## config.mk

```make
export PLATFORM = sky130hd
export DESIGN_NAME = uart_transmitter
export DESIGN_NICKNAME = d
export VERILOG_FILES = /design/src/rtl/uart_transmitter.sv
export SDC_FILE = /design/constraint.sdc
export NUM_CORES = 1
export LEC_CHECK = 0
export ABC_AREA = 1
export BUFFER_PORTS_ARGS = -buffer_cell sky130_fd_sc_hd__buf_2
export CAP_MARGIN = 20
export CORE_ASPECT_RATIO = 1.1
export CORE_UTILIZATION = 35
export CTS_CLUSTER_DIAMETER = 80
export DETAILED_ROUTE_END_ITERATION = 10
export GPL_ROUTABILITY_DRIVEN = 0
export PLACE_DENSITY_LB_ADDON = 0.08
export SLEW_MARGIN = 0
export SYNTH_ARGS = -nofsm -noshare
export SYNTH_HDL_FRONTEND = slang
export SYNTH_SLANG_ARGS = --single-unit
```

## constraint.sdc

```tcl
create_clock -name i_clk -period 2.3 [get_ports i_clk]
set_clock_uncertainty 0.2 [all_clocks]
set_input_delay 0.46 -clock i_clk [delete_from_list [all_inputs] [get_ports i_clk]]
set_output_delay 0.46 -clock i_clk [all_outputs]
set_load 0.01 [all_outputs]
```

## src/rtl/uart_transmitter.sv

```systemverilog
// 8N1 UART transmitter, LSB first, fed by a small byte FIFO.
// Back-to-back queued bytes leave with no idle cycle between frames.
module uart_transmitter #(
    parameter int CYCLES_PER_BIT = 217,
    parameter int FIFO_DEPTH     = 4
) (
    input  logic                               i_clk,
    input  logic                               i_reset,
    input  logic [7:0]                         i_tx_byte,
    input  logic                               i_tx_valid,
    output logic                               o_tx_ready,
    output logic                               o_serial_tx,
    output logic                               o_tx_active,
    output logic                               o_tx_done,
    output logic [$clog2(FIFO_DEPTH+1)-1:0]    o_fifo_count,
    output logic [1:0]                         o_dbg_state
);
    localparam int CW = $clog2(FIFO_DEPTH + 1);
    localparam int PW = $clog2(FIFO_DEPTH);
    localparam int BW = $clog2(CYCLES_PER_BIT);
    localparam logic [CW-1:0] DEPTH_C  = CW'(FIFO_DEPTH);
    localparam logic [BW-1:0] BIT_LAST = BW'(CYCLES_PER_BIT - 1);

    typedef enum logic [1:0] {
        S_IDLE  = 2'd0,
        S_START = 2'd1,
        S_DATA  = 2'd2,
        S_STOP  = 2'd3
    } state_e;

    state_e          state_q, state_d;
    logic [BW-1:0]   bit_cnt_q, bit_cnt_d;
    logic [2:0]      idx_q, idx_d;
    logic [7:0]      shift_q, shift_d;
    logic            tx_q, tx_d;
    logic [7:0]      mem_q [FIFO_DEPTH];
    logic [PW-1:0]   rd_ptr_q, rd_ptr_d;
    logic [PW-1:0]   wr_ptr_q, wr_ptr_d;
    logic [CW-1:0]   count_q, count_d;
    logic            push;
    logic            pop;
    logic            bit_end;

    // Handshake: a byte transfers on any cycle where i_tx_valid and o_tx_ready are both high;
    // ready depends only on the registered count, so a pop in the same cycle never frees a full FIFO.
    assign o_tx_ready = (count_q < DEPTH_C);
    assign push       = i_tx_valid && o_tx_ready;
    assign bit_end    = (bit_cnt_q == BIT_LAST);

    always_comb begin
        state_d   = state_q;
        bit_cnt_d = bit_cnt_q;
        idx_d     = idx_q;
        shift_d   = shift_q;
        pop       = 1'b0;
        case (state_q)
            S_IDLE: begin
                if (count_q != '0) begin
                    pop       = 1'b1;
                    shift_d   = mem_q[rd_ptr_q];
                    bit_cnt_d = '0;
                    state_d   = S_START;
                end
            end
            S_START: begin
                if (bit_end) begin
                    bit_cnt_d = '0;
                    idx_d     = '0;
                    state_d   = S_DATA;
                end else begin
                    bit_cnt_d = bit_cnt_q + BW'(1);
                end
            end
            S_DATA: begin
                if (bit_end) begin
                    bit_cnt_d = '0;
                    if (idx_q == 3'd7) begin
                        state_d = S_STOP;
                    end else begin
                        idx_d = idx_q + 3'd1;
                    end
                end else begin
                    bit_cnt_d = bit_cnt_q + BW'(1);
                end
            end
            S_STOP: begin
                if (bit_end) begin
                    bit_cnt_d = '0;
                    // Chain straight into the next start bit when a byte is waiting.
                    if (count_q != '0) begin
                        pop     = 1'b1;
                        shift_d = mem_q[rd_ptr_q];
                        state_d = S_START;
                    end else begin
                        state_d = S_IDLE;
                    end
                end else begin
                    bit_cnt_d = bit_cnt_q + BW'(1);
                end
            end
            default: state_d = S_IDLE;
        endcase
    end

    // The line level is computed from the next state so the output stays registered.
    always_comb begin
        tx_d = 1'b1;
        case (state_d)
            S_START: tx_d = 1'b0;
            S_DATA:  tx_d = shift_d[idx_d];
            default: tx_d = 1'b1;
        endcase
    end

    always_comb begin
        wr_ptr_d = push ? (wr_ptr_q + PW'(1)) : wr_ptr_q;
        rd_ptr_d = pop  ? (rd_ptr_q + PW'(1)) : rd_ptr_q;
        count_d  = count_q;
        case ({push, pop})
            2'b10:   count_d = count_q + CW'(1);
            2'b01:   count_d = count_q - CW'(1);
            default: count_d = count_q;
        endcase
    end

    always_ff @(posedge i_clk) begin
        if (i_reset) begin
            state_q   <= S_IDLE;
            bit_cnt_q <= '0;
            idx_q     <= '0;
            shift_q   <= '0;
            tx_q      <= 1'b1;
            rd_ptr_q  <= '0;
            wr_ptr_q  <= '0;
            count_q   <= '0;
        end else begin
            state_q   <= state_d;
            bit_cnt_q <= bit_cnt_d;
            idx_q     <= idx_d;
            shift_q   <= shift_d;
            tx_q      <= tx_d;
            rd_ptr_q  <= rd_ptr_d;
            wr_ptr_q  <= wr_ptr_d;
            count_q   <= count_d;
        end
    end

    always_ff @(posedge i_clk) begin
        if (push) begin
            mem_q[wr_ptr_q] <= i_tx_byte;
        end
    end

    assign o_serial_tx  = tx_q;
    assign o_tx_active  = (state_q != S_IDLE);
    assign o_tx_done    = (state_q == S_STOP) && bit_end;
    assign o_fifo_count = count_q;
    assign o_dbg_state  = state_q;

endmodule

```

## After elaboration in Yosys (flattened, before gate mapping)

Memory sizes are Yosys's and may differ from the RTL's. A register that Yosys moved wholly into a read port is not among the register bits.
Cells that the tools add are included.

| storage, ports and cells | value |
|---|---|
| register bits after elaboration | 29 |
| bits in writable memories | 32 |
| output and inout bits | 9 |
| word-level logic and storage cells | 62 |
| memories | 1 |

Memory list:

| name | depth | bits a word | read ports | clocked after Yosys merged registers in | write ports | line | text |
|---|---|---|---|---|---|---|---|
| mem_q | 4 | 8 | 1 | 1 | 1 | 36 | `logic [7:0] mem_q [FIFO_DEPTH];` |

| cells by class | value |
|---|---|
| $add $sub $neg | 6 |
| magnitude comparators | 2 |
| eq/ne operators | 10 |
| mux-type cells | 28 |
| reduce and logical (&&, ||, !) cells | 7 |

Operators by type and width:

| operator | count |
|---|---|
| $mux W8 | 4 |
| $pmux W8 S2 | 2 |
| $mux W2 | 7 |
| $pmux W3 S2 | 2 |
| $mux W3 | 3 |
| $add A8 B1 Y8 const B | 1 |
| $eq A2 B2 Y1 const B | 4 |
| $eq A8 B8 Y1 const B | 1 |
| $pmux W2 S4 | 1 |
| $add A3 B1 Y3 const B | 2 |
| $eq A2 B1 Y1 const B | 3 |
| $mux W1 | 6 |
| $add A2 B1 Y2 const B | 2 |
| $lt A3 B4 Y1 const B | 1 |
| $pmux W1 S2 | 2 |
| $reduce_bool A2 Y1 | 2 |
| $bmux W1 S3 | 1 |
| $eq A3 B3 Y1 const B | 1 |
| $lt A3 B3 Y1 const B | 1 |
| $reduce_bool A3 Y1 | 1 |
| $reduce_or A3 Y1 | 1 |
| $sub A3 B1 Y3 const B | 1 |
| $logic_and A1 B1 Y1 | 2 |
| $logic_not A2 Y1 | 1 |
| $ne A2 B2 Y1 const B | 1 |

## Depth between registers and ports, before layout

| logic depth | value |
|---|---|
| depth in word-level cells | 7 |
| depth in mapped cells | 17 |
| depth with buffers taken out | 17 |

## Least setup slack after synthesis

Ideal clock, no wire load.

| timing path | value |
|---|---|
| path type | flip-flop to flip-flop |
| from | register state_q[0] (netlist: o_dbg_state[0]) |
| to | register count_q[2] (netlist: o_fifo_count[2]) |
| data arrival time | 2.236 ns |
| data required time | 1.977 ns |
| setup slack | -0.259 ns |
| stages on the path, launching flop included | 13 |
| path through | dfxtp_1 inv_1 ha_1 nor2_4 nand2_4 clkinv_4 ha_1 inv_1 fa_1 a21oi_1 o21ai_0 o21ai_0 a21oi_1 |

| on the way | value |
|---|---|
| longest elaborated chain between the ends | 4 |

RTL lines:

| element | line | text |
|---|---|---|
| start: declaration | 31 | `state_e state_q, state_d;` |
| start signal: assignment | 137 | `state_q <= state_d;` |
| $eq A2 B2 Y1 or $logic_not A2 Y1 (tied branches) | 56 | `case (state_q)` |
| $pmux W1 S2 * | 56 |  |
| via pop | 41 | `logic pop;` |
| $eq A2 B1 Y1 or $eq A2 B2 Y1 (tied branches) | 119 | `case ({push, pop})` |
| $pmux W3 S2 or $reduce_bool A2 Y1 (tied branches) | n/a |  |
| end signal: assignment | 144 | `count_q <= count_d;` |
| end: declaration | 39 | `logic [CW-1:0] count_q, count_d;` |

Mark *: on every way through the listed nets, which the timed path passes. The rest lies on a longest branch.
A chain may end at the register's enable or synchronous reset.

## Worst setup path in the final report

| timing path | value |
|---|---|
| from | register bit_cnt_q[1] |
| to | register count_q[2] (netlist: o_fifo_count[2]) |

| on the way | value |
|---|---|
| longest elaborated chain between the ends | 5 |

RTL lines:

| element | line | text |
|---|---|---|
| start: declaration | 32 | `logic [BW-1:0] bit_cnt_q, bit_cnt_d;` |
| start signal: assignment | 138 | `bit_cnt_q <= bit_cnt_d;` |
| $eq A8 B8 Y1 * | 48 | `assign bit_end = (bit_cnt_q == BIT_LAST);` |
| $mux W1 * | 87 | `if (bit_end) begin` |
| $pmux W1 S2 * | 56 |  |
| via pop | 41 |  |
| $eq A2 B1 Y1 or $eq A2 B2 Y1 (tied branches) | 119 |  |
| $pmux W3 S2 or $reduce_bool A2 Y1 (tied branches) | n/a |  |

Marks and branches as above.

==> summary.txt <==
Run status
  – Outcome: completed

Synth
  – Syn Area/Cell: ~9.3 um^2
  – Mapped Cells: 325
  – Yosys warns: 0
  – Syn nets: 350
  – Yosys reg bits: 63
  – Sequential share of the synthesized area: between 50% and 60%
  – Post-synth cell types: 38
  – Post-Synthesis Cell Area: 3014 um^2

Die
  – Width of the die: 90.48 um
  – Chip Height: 99.33 um
  – CORE AREA: 8364 um^2
  – Initial Util: 36.04%
  – Die area: around 9000 um^2
  – Top-level I/O count: 20
  – Cell Rows: 35

Setup path
  – Reg2reg start: bit_cnt_q[1]
  – WS Path Type: flip-flop to flip-flop
  – Reg2reg path depth: 15
  – R2R Path End: o_fifo_count[2]
  – Flop2flop setup slack: 0.06 ns
  – Crit path DAT: ~2.3 ns
  – Critical-path maximum fanout: 3
  – Startpoint types: flip-flop
  – CP required: about 2.3 ns
  – Critical path endpoint category: flip-flop

STA
  – Max_slew headroom: 81.85%
  – Slew Limit Fails: 0
  – Crit path time final: 2.242 ns
  – Slew @ Worst Pin: 0.2693 ns
  – Final cycle utilization of the critical path: between 90% and 100%
  – Max Fclk: 0.4461 GHz
  – RSZ-0062 raised after global routing: true
  – Hold WS: 0.1231 ns
  – Endpoints failing hold: 0
  – Final Setup Violations: 0

Clock tree
  – CTS H-tree lvls: 3
  – Cts bufs inserted: 9
  – Hold_buf cts: 0
  – Clock Latency Late Sink: between 0.3 and 0.4 ns
  – Clock Path Buffers: 2
  – Clock transition at the registers of the reported paths: 0.08 ns
  – CTS tree: done
  – CTS root buffer: clkbuf_8
  – Clk sink count: 63

Layout
  – Layout cells sized above 1: between 20 and 30%
  – Commonest non-fill, non-tap cell in the layout: nand2_1
  – P&R area growth vs syn: 20.26%
  – Count of nets after finishing: 394
  – Non-filler cells, final: just under 500
  – N_diodes: 0
  – Most frequent cells in the layout: nand2_1, nor2_1, edfxtp_1, inv_1, dfxtp_1

Job
  – Maxcap violations: 0

Hold path
  – Class of the worst hold path: input pin to flip-flop
  – Hold Path Origin: i_tx_byte[0]
  – Hold Crit Depth: 1
  – Hold worst-path end: mem_q[3][0]

Place
  – Inst Count DP: between 400 and 500
  – DP Wirelength: 4304 um
  – Port bufs: 19

Global routing
  – First-pass GRT wire length: 9853 um
  – Overall Global Routing Usage: approximately 14%
  – Vias in the first global route: 2083
  – Grt total ovfl: 0
  – Pin count of the biggest net entering global routing: 17
  – Initial antenna violation count: 0

Detailed routing
  – Drt via density: 4.579
  – Post-DRT Antenna Nets: 0
  – First-pass DRT Iterations: 4
  – Vias: about 2200
  – WL final: a little under 6000 um
  – DR DRC count: 0
  – Wire per inst: ~12 um
  – DR iter-0 viols: 92

Power
  – PD cells: 1146 nW/um^2
  – Cell leakage power: 1.524 nW
  – Peak supply drop: 466.2 uV
-- report_power, final --
group          switching (mW)  internal (mW)
combinational            1.03          0.647
clock                   0.474          0.512
sequential              0.102           1.38
-- worst max path at each step --
| stage | start | endpoint | slack (ns) | cells after the start |
|---|---|---|---|---|
| final | bit_cnt_q[1] | o_fifo_count[2] | 0.06 | 15 |
| after global routing | bit_cnt_q[1] | o_fifo_count[2] | -0.05 | 15 |
| after CTS | bit_cnt_q[1] | o_fifo_count[2] | 0.04 | 15 |
| after detailed placement | o_dbg_state[0] | o_fifo_count[2] | 0.05 | 12 |
| after global placement | bit_cnt_q[1] | o_fifo_count[2] | 0.07 | 15 |
| after floorplan | bit_cnt_q[0] | o_fifo_count[2] | 0.01 | 15 |
-- cell type report --
cell class,count,area (um^2)
Clock inverter,7,78.83
Tap cell,111,138.9
Timing Repair Buffer,37,230.2
Inverter,43,171.4
Fill cell,822,4740
Multi-Input combinational cell,215,1295
Clock buffer,9,123.9
Sequential cell,63,1587
-- metal layers --
layer / GRT usage, % / vias to the layer above / part of all wire [%]
met5: 0 / - / 0
met4: 7.444 / 0 / 2.0
met3: 2.752 / 10 / 2.5
met2: 24.65 / 27 / 48
met1: 17.02 / 1008 / 47
li1: - / 1176 / -
-- cell families (layout without fill, tap and decap cells) --
| family | after synthesis | in the layout | synth area share (%) |
|---|---|---|---|
| AND/OR/NAND/NOR | 146 | 146 | 25.03 |
| flip-flops | 63 | 63 | 52.47 |
| AO/OA/AOI/OAI | 54 | 54 | 9.838 |
| buffers and inverters | 47 | 96 | 6.310 |
| adder cells (fa/ha/maj) | 14 | 14 | 6.061 |
| XOR/XNOR | 1 | 1 | 0.2906 |
-- flip-flops by register name, indices dropped and copies added (netlist names), named ones only --
signal        flops
bit_cnt_q         8
idx_q             3
mem_q            32
o_dbg_state       2
o_fifo_count      3
o_serial_tx       1
rd_ptr_q          2
shift_q           8
wr_ptr_q          2
-- timing repair --
| action | CTS | global route |
|---|---|---|
| resized for setup | 0 | 14 |
| setup buffers | 0 | 0 |
| setup endpoints to repair | 0 | 1 |
-- cell usage after synthesis (all sizes together) --
cell type	n	share of area, %
a211oi	1	0.25
a21oi	13	2.2
a22oi	1	0.25
a31o	2	0.58
a31oi	2	0.42
and3	1	0.37
buf	3	0.58
clkbuf	1	0.12
clkinv	3	0.54
dfxtp	31	21
edfxtp	32	32
fa	1	0.66
ha	13	5.4
inv	40	5.1
nand2	73	11
nand3	26	5.4
nand4	1	0.21
nor2	39	6.1
nor3	4	1.0
nor3b	1	0.25
o211ai	1	0.25
o21a	2	0.50
o21ai	29	4.8
o22ai	3	0.62
or2	1	0.21
xor2	1	0.29
-- stage by stage --
stage / total power [mW] / setup slack [ns] / utilization (%) / setup TNS [ns] / instance area (um^2)
2_1_floorplan: 2.653 / 0.01486 / - / 0 / 3029
4_1_cts: 4.152 / 0.03847 / 42.80 / 0 / 3580
3_3_place_gp: 3.147 / 0.06905 / 40.37 / 0 / 3377
3_5_place_dp: 3.148 / 0.04722 / 40.37 / 0 / 3377
6_report: 4.155 / 0.05821 / 43.34 / 0 / 3625
5_1_grt: 4.486 / -0.05470 / 43.34 / -0.05470 / 3625
-- critical path: stages, from the launching register on --
cell	delay [ns]
dfxtp_2	0.33
inv_2	0.07
ha_4	0.14
nand2_4	0.05
nor2_4	0.12
nand3_2	0.10
nand2_4	0.10
nand2_4	0.05
clkinv_4	0.05
ha_4	0.12
inv_4	0.04
fa_2	0.37
a21oi_2	0.15
o21ai_2	0.07
o21ai_1	0.13
a21oi_1	0.05
Power figures use the tool's default switching activity.
